**config.mk**
```make
export PLATFORM = sky130hd
export DESIGN_NAME = uart_rx_stream
export DESIGN_NICKNAME = d
export VERILOG_FILES = /design/src/rtl/uart_pkg.sv /design/src/rtl/uart_rx_sync.sv /design/src/rtl/uart_rx_stream.sv
export SDC_FILE = /design/constraint.sdc
export NUM_CORES = 1
export LEC_CHECK = 0
export ABC_CLOCK_PERIOD_IN_PS = 4200
export CORE_MARGIN = 8
export CORE_UTILIZATION = 56
export CTS_BUF_LIST = sky130_fd_sc_hd__clkbuf_16
export DETAILED_ROUTE_END_ITERATION = 6
export HOLD_SLACK_MARGIN = 0.1
export PLACE_DENSITY = 0.77
export SETUP_SLACK_MARGIN = 0.1
export SLEW_MARGIN = 25
export SYNTH_ARGS = -nofsm -noshare
export SYNTH_HDL_FRONTEND = slang
export SYNTH_SLANG_ARGS = --single-unit
```
**constraint.sdc**
```tcl
create_clock -name clk -period 4.2 [get_ports clk]
set_input_delay 0.84 -clock clk [delete_from_list [all_inputs] [get_ports clk]]
set_output_delay 0.84 -clock clk [all_outputs]
set_load 0.05 [all_outputs]
```
**src/rtl/uart_pkg.sv**
```systemverilog
// Shared types and helpers for the UART receive path.
package uart_pkg;

  localparam int unsigned DATA_W = 8;

  typedef enum logic [2:0] {
    IDLE      = 3'd0,
    START     = 3'd1,
    DATA      = 3'd2,
    STOP      = 3'd3,
    WAIT_HIGH = 3'd4,
    PARITY    = 3'd5
  } rx_state_t;

  function automatic logic parity_xor(input logic [DATA_W-1:0] i_d);
    return ^i_d;
  endfunction

endpackage

```
**src/rtl/uart_rx_sync.sv**
```systemverilog
// Metastability synchroniser for the asynchronous rx line; resets to the idle-high level.
module uart_rx_sync #(
  parameter int unsigned SYNC_STAGES = 2
) (
  input  logic clk,
  input  logic rst,
  input  logic i_d,
  output logic o_q
);

  logic [SYNC_STAGES-1:0] r_sync;

  always_ff @(posedge clk or posedge rst) begin
    if (rst) r_sync <= '1;
    else     r_sync <= {r_sync[SYNC_STAGES-2:0], i_d};
  end

  assign o_q = r_sync[SYNC_STAGES-1];

endmodule

```
**src/rtl/uart_rx_stream.sv**
```systemverilog
// 8N1 UART receiver with a one-byte valid/ready holding register, framing and overrun pulses.
// Define UART_RX_PARITY_EN for 8E1 framing with a parity_err pulse output.
module uart_rx_stream
  import uart_pkg::*;
#(
  parameter int unsigned CLKS_PER_BIT = 868,
  parameter int unsigned SYNC_STAGES  = 2
) (
  input  logic              clk,
  input  logic              rst,
  input  logic              rx,
  output logic [DATA_W-1:0] data_o,
  output logic              valid_out,
  input  logic              ready_out,
  output logic              frame_err,
  output logic              overrun
`ifdef UART_RX_PARITY_EN
  , output logic            parity_err
`endif
);

  localparam int unsigned CNT_W = $clog2(CLKS_PER_BIT);
  localparam int unsigned IDX_W = $clog2(DATA_W);
  localparam logic [CNT_W-1:0] HALF_LAST = CNT_W'(CLKS_PER_BIT / 2 - 1);
  localparam logic [CNT_W-1:0] BIT_LAST  = CNT_W'(CLKS_PER_BIT - 1);
  localparam logic [IDX_W-1:0] IDX_LAST  = IDX_W'(DATA_W - 1);

  logic              w_rx_s;
  rx_state_t         r_state;
  rx_state_t         w_state_nxt;
  logic [CNT_W-1:0]  r_cnt;
  logic [IDX_W-1:0]  r_bit_idx;
  logic [DATA_W-1:0] r_shift;
  logic              w_cnt_hit;
  logic              w_cnt_clr;
  logic              w_shift_en;
  logic              w_byte_done;
  logic              w_frame_err;
`ifdef UART_RX_PARITY_EN
  logic              w_par_bad;
  logic              r_par_bad;
`endif

  uart_rx_sync #(
    .SYNC_STAGES(SYNC_STAGES)
  ) u_sync (
    .clk(clk),
    .rst(rst),
    .i_d(rx),
    .o_q(w_rx_s)
  );

  // Start bit is sampled at its midpoint; every later bit one full period after that.
  assign w_cnt_hit = (r_state == START) ? (r_cnt == HALF_LAST) : (r_cnt == BIT_LAST);

  always_ff @(posedge clk or posedge rst) begin
    if (rst) r_state <= IDLE;
    else     r_state <= w_state_nxt;
  end

  always_comb begin
    w_state_nxt = r_state;
    case (r_state)
      IDLE:      if (!w_rx_s) w_state_nxt = START;
      START:     if (w_cnt_hit) w_state_nxt = w_rx_s ? IDLE : DATA;
      DATA: begin
        if (w_cnt_hit && (r_bit_idx == IDX_LAST)) begin
`ifdef UART_RX_PARITY_EN
          w_state_nxt = PARITY;
`else
          w_state_nxt = STOP;
`endif
        end
      end
`ifdef UART_RX_PARITY_EN
      PARITY:    if (w_cnt_hit) w_state_nxt = STOP;
`endif
      STOP:      if (w_cnt_hit) w_state_nxt = w_rx_s ? IDLE : WAIT_HIGH;
      WAIT_HIGH: if (w_rx_s) w_state_nxt = IDLE;
      default:   w_state_nxt = IDLE;
    endcase
  end

  always_comb begin
    w_cnt_clr   = 1'b1;
    w_shift_en  = 1'b0;
    w_byte_done = 1'b0;
    w_frame_err = 1'b0;
`ifdef UART_RX_PARITY_EN
    w_par_bad   = 1'b0;
`endif
    case (r_state)
      START: w_cnt_clr = w_cnt_hit;
      DATA: begin
        w_cnt_clr  = w_cnt_hit;
        w_shift_en = w_cnt_hit;
      end
`ifdef UART_RX_PARITY_EN
      PARITY: begin
        w_cnt_clr = w_cnt_hit;
        w_par_bad = w_cnt_hit && (w_rx_s != parity_xor(r_shift));
      end
`endif
      STOP: begin
        w_cnt_clr   = w_cnt_hit;
`ifdef UART_RX_PARITY_EN
        w_byte_done = w_cnt_hit && w_rx_s && !r_par_bad;
`else
        w_byte_done = w_cnt_hit && w_rx_s;
`endif
        w_frame_err = w_cnt_hit && !w_rx_s;
      end
      default: ;
    endcase
  end

  // Bit timing counter and LSB-first deserialiser.
  always_ff @(posedge clk or posedge rst) begin
    if (rst) begin
      r_cnt     <= '0;
      r_bit_idx <= '0;
      r_shift   <= '0;
`ifdef UART_RX_PARITY_EN
      r_par_bad <= 1'b0;
`endif
    end else begin
      r_cnt <= w_cnt_clr ? '0 : r_cnt + CNT_W'(1);
      if (r_state == START) r_bit_idx <= '0;
      if (w_shift_en) begin
        r_shift[r_bit_idx] <= w_rx_s;
        r_bit_idx          <= r_bit_idx + IDX_W'(1);
      end
`ifdef UART_RX_PARITY_EN
      if (r_state == START) r_par_bad <= 1'b0;
      else if (w_par_bad)   r_par_bad <= 1'b1;
`endif
    end
  end

  // Holding register: a completed byte is dropped only when the slot is full and not being drained.
  always_ff @(posedge clk or posedge rst) begin
    if (rst) begin
      data_o     <= '0;
      valid_out  <= 1'b0;
      frame_err  <= 1'b0;
      overrun    <= 1'b0;
`ifdef UART_RX_PARITY_EN
      parity_err <= 1'b0;
`endif
    end else begin
      frame_err  <= w_frame_err;
      overrun    <= 1'b0;
`ifdef UART_RX_PARITY_EN
      parity_err <= w_par_bad;
`endif
      if (w_byte_done) begin
        if (!valid_out || ready_out) begin
          data_o    <= r_shift;
          valid_out <= 1'b1;
        end else begin
          overrun <= 1'b1;
        end
      end else if (valid_out && ready_out) begin
        valid_out <= 1'b0;
      end
    end
  end

endmodule

```
==> run_results.csv <==
group,metric,value,unit
floorplanning,initial_core_util,0.5926,
clock_tree,clkTransAtPathRegs,0.05,ns
sta,post-route-period-util,0.5471,
finish,nFillCells,233,
floorplanning,die_h,72.84,um
sta,hold_viol,0,
clock_tree,clk_latency,0.28,ns
power_and_ir_drop,p_leak,0.9754,nW
synth,synth_cells,160,
detailed_routing,wl_per_cell,15.40,um
setup_path,critPathMaxFanout,8,
synth,synth_top_family_by_area,"simple AND/OR/NAND/NOR gates",
placement,placed_cells,212,
clock_tree,cts_sinks,37,
synth,ys_seq_area_frac,0.5131,
finish,layout_commonest_cell,"dfrtp_1",
sta,worst_pin_slew,0.5115,ns
synth,ys_ff_latch,37,
worst_hold_path,hp-class,"flop to flop",
clock_tree,clock_path_buffers,2,
status,status,"finished clean",
detailed_routing,drt-total-wl,3387,um
clock_tree,cts_buffers,5,
finish,area_delta_synth_final,18.33,%
setup_path,crit_type,"input pin to flop",
synth,synth_xor_area_frac,0.03873,
synth,synth_compound_area_frac,0.05187,
synth,synthMuxAreaShare,0.1107,
sta,rsz0062_at_grt,"false",
floorplanning,dieArea,5306,um^2
placement,dp_hpwl,2299,um
sta,finalSetupTns,0,ns
setup_path,r2r-end,"r_cnt[2]$_DFF_PP0_",
setup_path,cp_cell_sequence,"clkdlybuf4s50_1 > nand2b_1 > nor2b_1 > nand4_1 > mux2_2",
floorplanning,die_x,72.84,um
placement,routabilityCongestion,0.7906,
detailed_routing,dr.pass1.iters,4,
setup_path,startpoint,"ready_out",
global_routing,grt_max_degree,26,
detailed_routing,ant_nets,0,
detailed_routing,num_vias,1258,
synth,ys_warn_count,0,
clock_tree,cts_max_level,2,
finish,fin_cells,220,
sta,min_period,2.298,ns
synth,synth_ff_type,"dfrtp_1",
setup_path,reg2reg_slack,2.26,ns
global_routing,grt.total_usage,0.1451,
clock_tree,cts_setup_buffers,0,
detailed_routing,drt-initial-drc-count,106,
floorplanning,io_pins,15,
synth,synth_area_per_cell,11.31,um^2
clock_tree,cts_resized,0,
flow_run,drv_cap,0,
finish,fin_nets,182,
detailed_routing,drc,0,
setup_path,cp-end-kind,"flop",
setup_path,cp.arrival,2.46,ns
global_routing,grt_pass1_wl,5892,um
finish,most-common-layout-cells,"dfrtp_1 (35), mux2_2 (16), nor2_1 (16)",
clock_tree,tritoncts,"built",
synth,synth-simple-area-share,0.2400,
placement,dp_slack,1.624,ns
power_and_ir_drop,powerDensity,363.9,nW/um^2
floorplanning,rows,20,
setup_path,rr_startpoint,"r_cnt[3]$_DFF_PP0_",
floorplanning,core_region_area,3053,um^2
synth,synth_area_leader_cell,"dfrtp_1",
setup_path,setup.worst_path.start_class,"input pin",
setup_path,crit_path_end,"data_o[7]$_DFFE_PP0P_",
placement,portBuffers,14,
worst_hold_path,min_from,"u_sync.r_sync[0]$_DFF_PP1_",
detailed_routing,vias_per_cell,5.718,
sta,relSlewSlack,0.6586,
clock_tree,root_buffer,"clkbuf_16",
sta,slew_viol_final,0,
synth,synthDistinctLibCells,41,
finish,drive_gt1_frac,0.1989,
global_routing,grt_pass1_vias,1226,
global_routing,overflow,0,
synth,async_flop_share,1.000,
power_and_ir_drop,irDropWorstVdd,0.2819,mV
setup_path,critPathRequiredTime,4.36,ns
clock_tree,hold_buffers,0,
setup_path,slowest_stage,"clkdlybuf4s50_1",
setup_path,cpPeakStageDelay,0.44,ns
synth,syn-cell-area,1809,um^2
sta,setup_slack,1.902,ns
synth,synth_edf_count,0,
sta,finalSetupViolCount,0,
setup_path,rr_worst_depth,4,
finish,antennaDiodeCount,0,
synth,synthTopCellsByArea,"dfrtp_1 (48%), mux2_2 (10%), nor2_1 (3.3%), dfstp_2 (2.9%), nor3_1 (2.5%)",
sta,max_freq,435.2,MHz
global_routing,antenna_found_initial,0,
synth,yosys.area.top_type_share,0.4841,
synth,synth_fa_ha_area_frac,0.02075,
sta,clock_skew,0.005698,ns
synth,syn-num-nets,167,
cell type report:
class | count | area, um^2 | area share
flip-flops and latches | 37 | 928.4 | 0.4337
clock buffers | 5 | 125.1 | 0.05845
inverters | 3 | 11.26 | 0.005260
clock inverters | 3 | 37.54 | 0.01753
multi-input cells | 113 | 835.8 | 0.3904
repair buffers | 15 | 147.6 | 0.06897
well taps | 44 | 55.05 | 0.02572
flip-flops by register name, indices dropped and copies added (netlist names):
name / cells
valid_out: 1
r_cnt: 10
frame_err: 1
r_shift: 8
overrun: 1
data_o: 8
r_state: 3
u_sync.r_sync: 2
r_bit_idx: 3
worst max-delay path: cells and delay by family:
| family | cells | cell delay, ns |
|---|---|---|
| and+or+nand+nor | 3 | 0.73 |
| buffers and inverters | 1 | 0.44 |
| muxes | 1 | 0.43 |
cell usage after synthesis (2+ instances only):
library cell and n:
ha_1 3, nor3_1 9, a21oi_1 2, nor4b_1 2, nor2b_1 3, nor2_1 16, nand2b_1 3, nand2_1 12
buf_1 2, and4_1 2, mux2_2 16, and4bb_2 2, mux2i_1 2, dfstp_2 2, xor2_1 3, nand4_1 4
inv_1 3, nand4b_1 2, xnor2_1 5, nand3_1 7, a21o_1 2, a31oi_1 3, dfrtp_1 35, buf_2 3
logic make-up (layout without fill, tap and decap cells):
logic type               Yosys count  in the layout
adder cells (fa/ha/maj)            3              3
buffers and inverters             10             26
AND/OR/NAND/NOR                   73             73
multiplexers                      18             18
flip-flops                        37             37
AO/OA/AOI/OAI                     11             11
XOR/XNOR                           8              8
how the worst min path moves through the flow:
stage | slack [ns] | depth (start not counted) | to
2_1_floorplan | 0.35 | 0 | u_sync.r_sync[1]$_DFF_PP1_
3_3_place_gp | 0.35 | 0 | u_sync.r_sync[1]$_DFF_PP1_
3_5_place_dp | 0.35 | 0 | u_sync.r_sync[1]$_DFF_PP1_
4_1_cts | 0.35 | 0 | u_sync.r_sync[1]$_DFF_PP1_
5_1_grt | 0.36 | 0 | u_sync.r_sync[1]$_DFF_PP1_
6_report | 0.35 | 0 | u_sync.r_sync[1]$_DFF_PP1_
per-stage QoR:
step | hold slack, ns | utilization | total power, mW | instance area (um^2)
after global routing | 0.3566 | 0.7012 | 0.8062 | 2141
after CTS | 0.3544 | 0.7012 | 0.7889 | 2141
after detailed placement | 0.3470 | 0.6480 | 0.3786 | 1978
after global placement | 0.3455 | 0.6480 | 0.3778 | 1978
after floorplan | 0.3452 | - | 0.3723 | 1809
final | 0.3536 | 0.7012 | 0.7790 | 2141
per-layer routing:
metal	global-route usage	routed length, um
met2	0.2227	1627
met1	0.1793	1547
met4	0.05778	57
met5	0	0
met3	0.05357	155
report_power, final:
group	leakage, nW	switching [mW]	total [mW]	internal (mW)
clock	0.0826	0.132	0.407	0.275
combinational	0.398	0.00775	0.0115	0.00372
sequential	0.495	0.00179	0.360	0.359
Note: power is estimated with default switching activity, not from simulation.
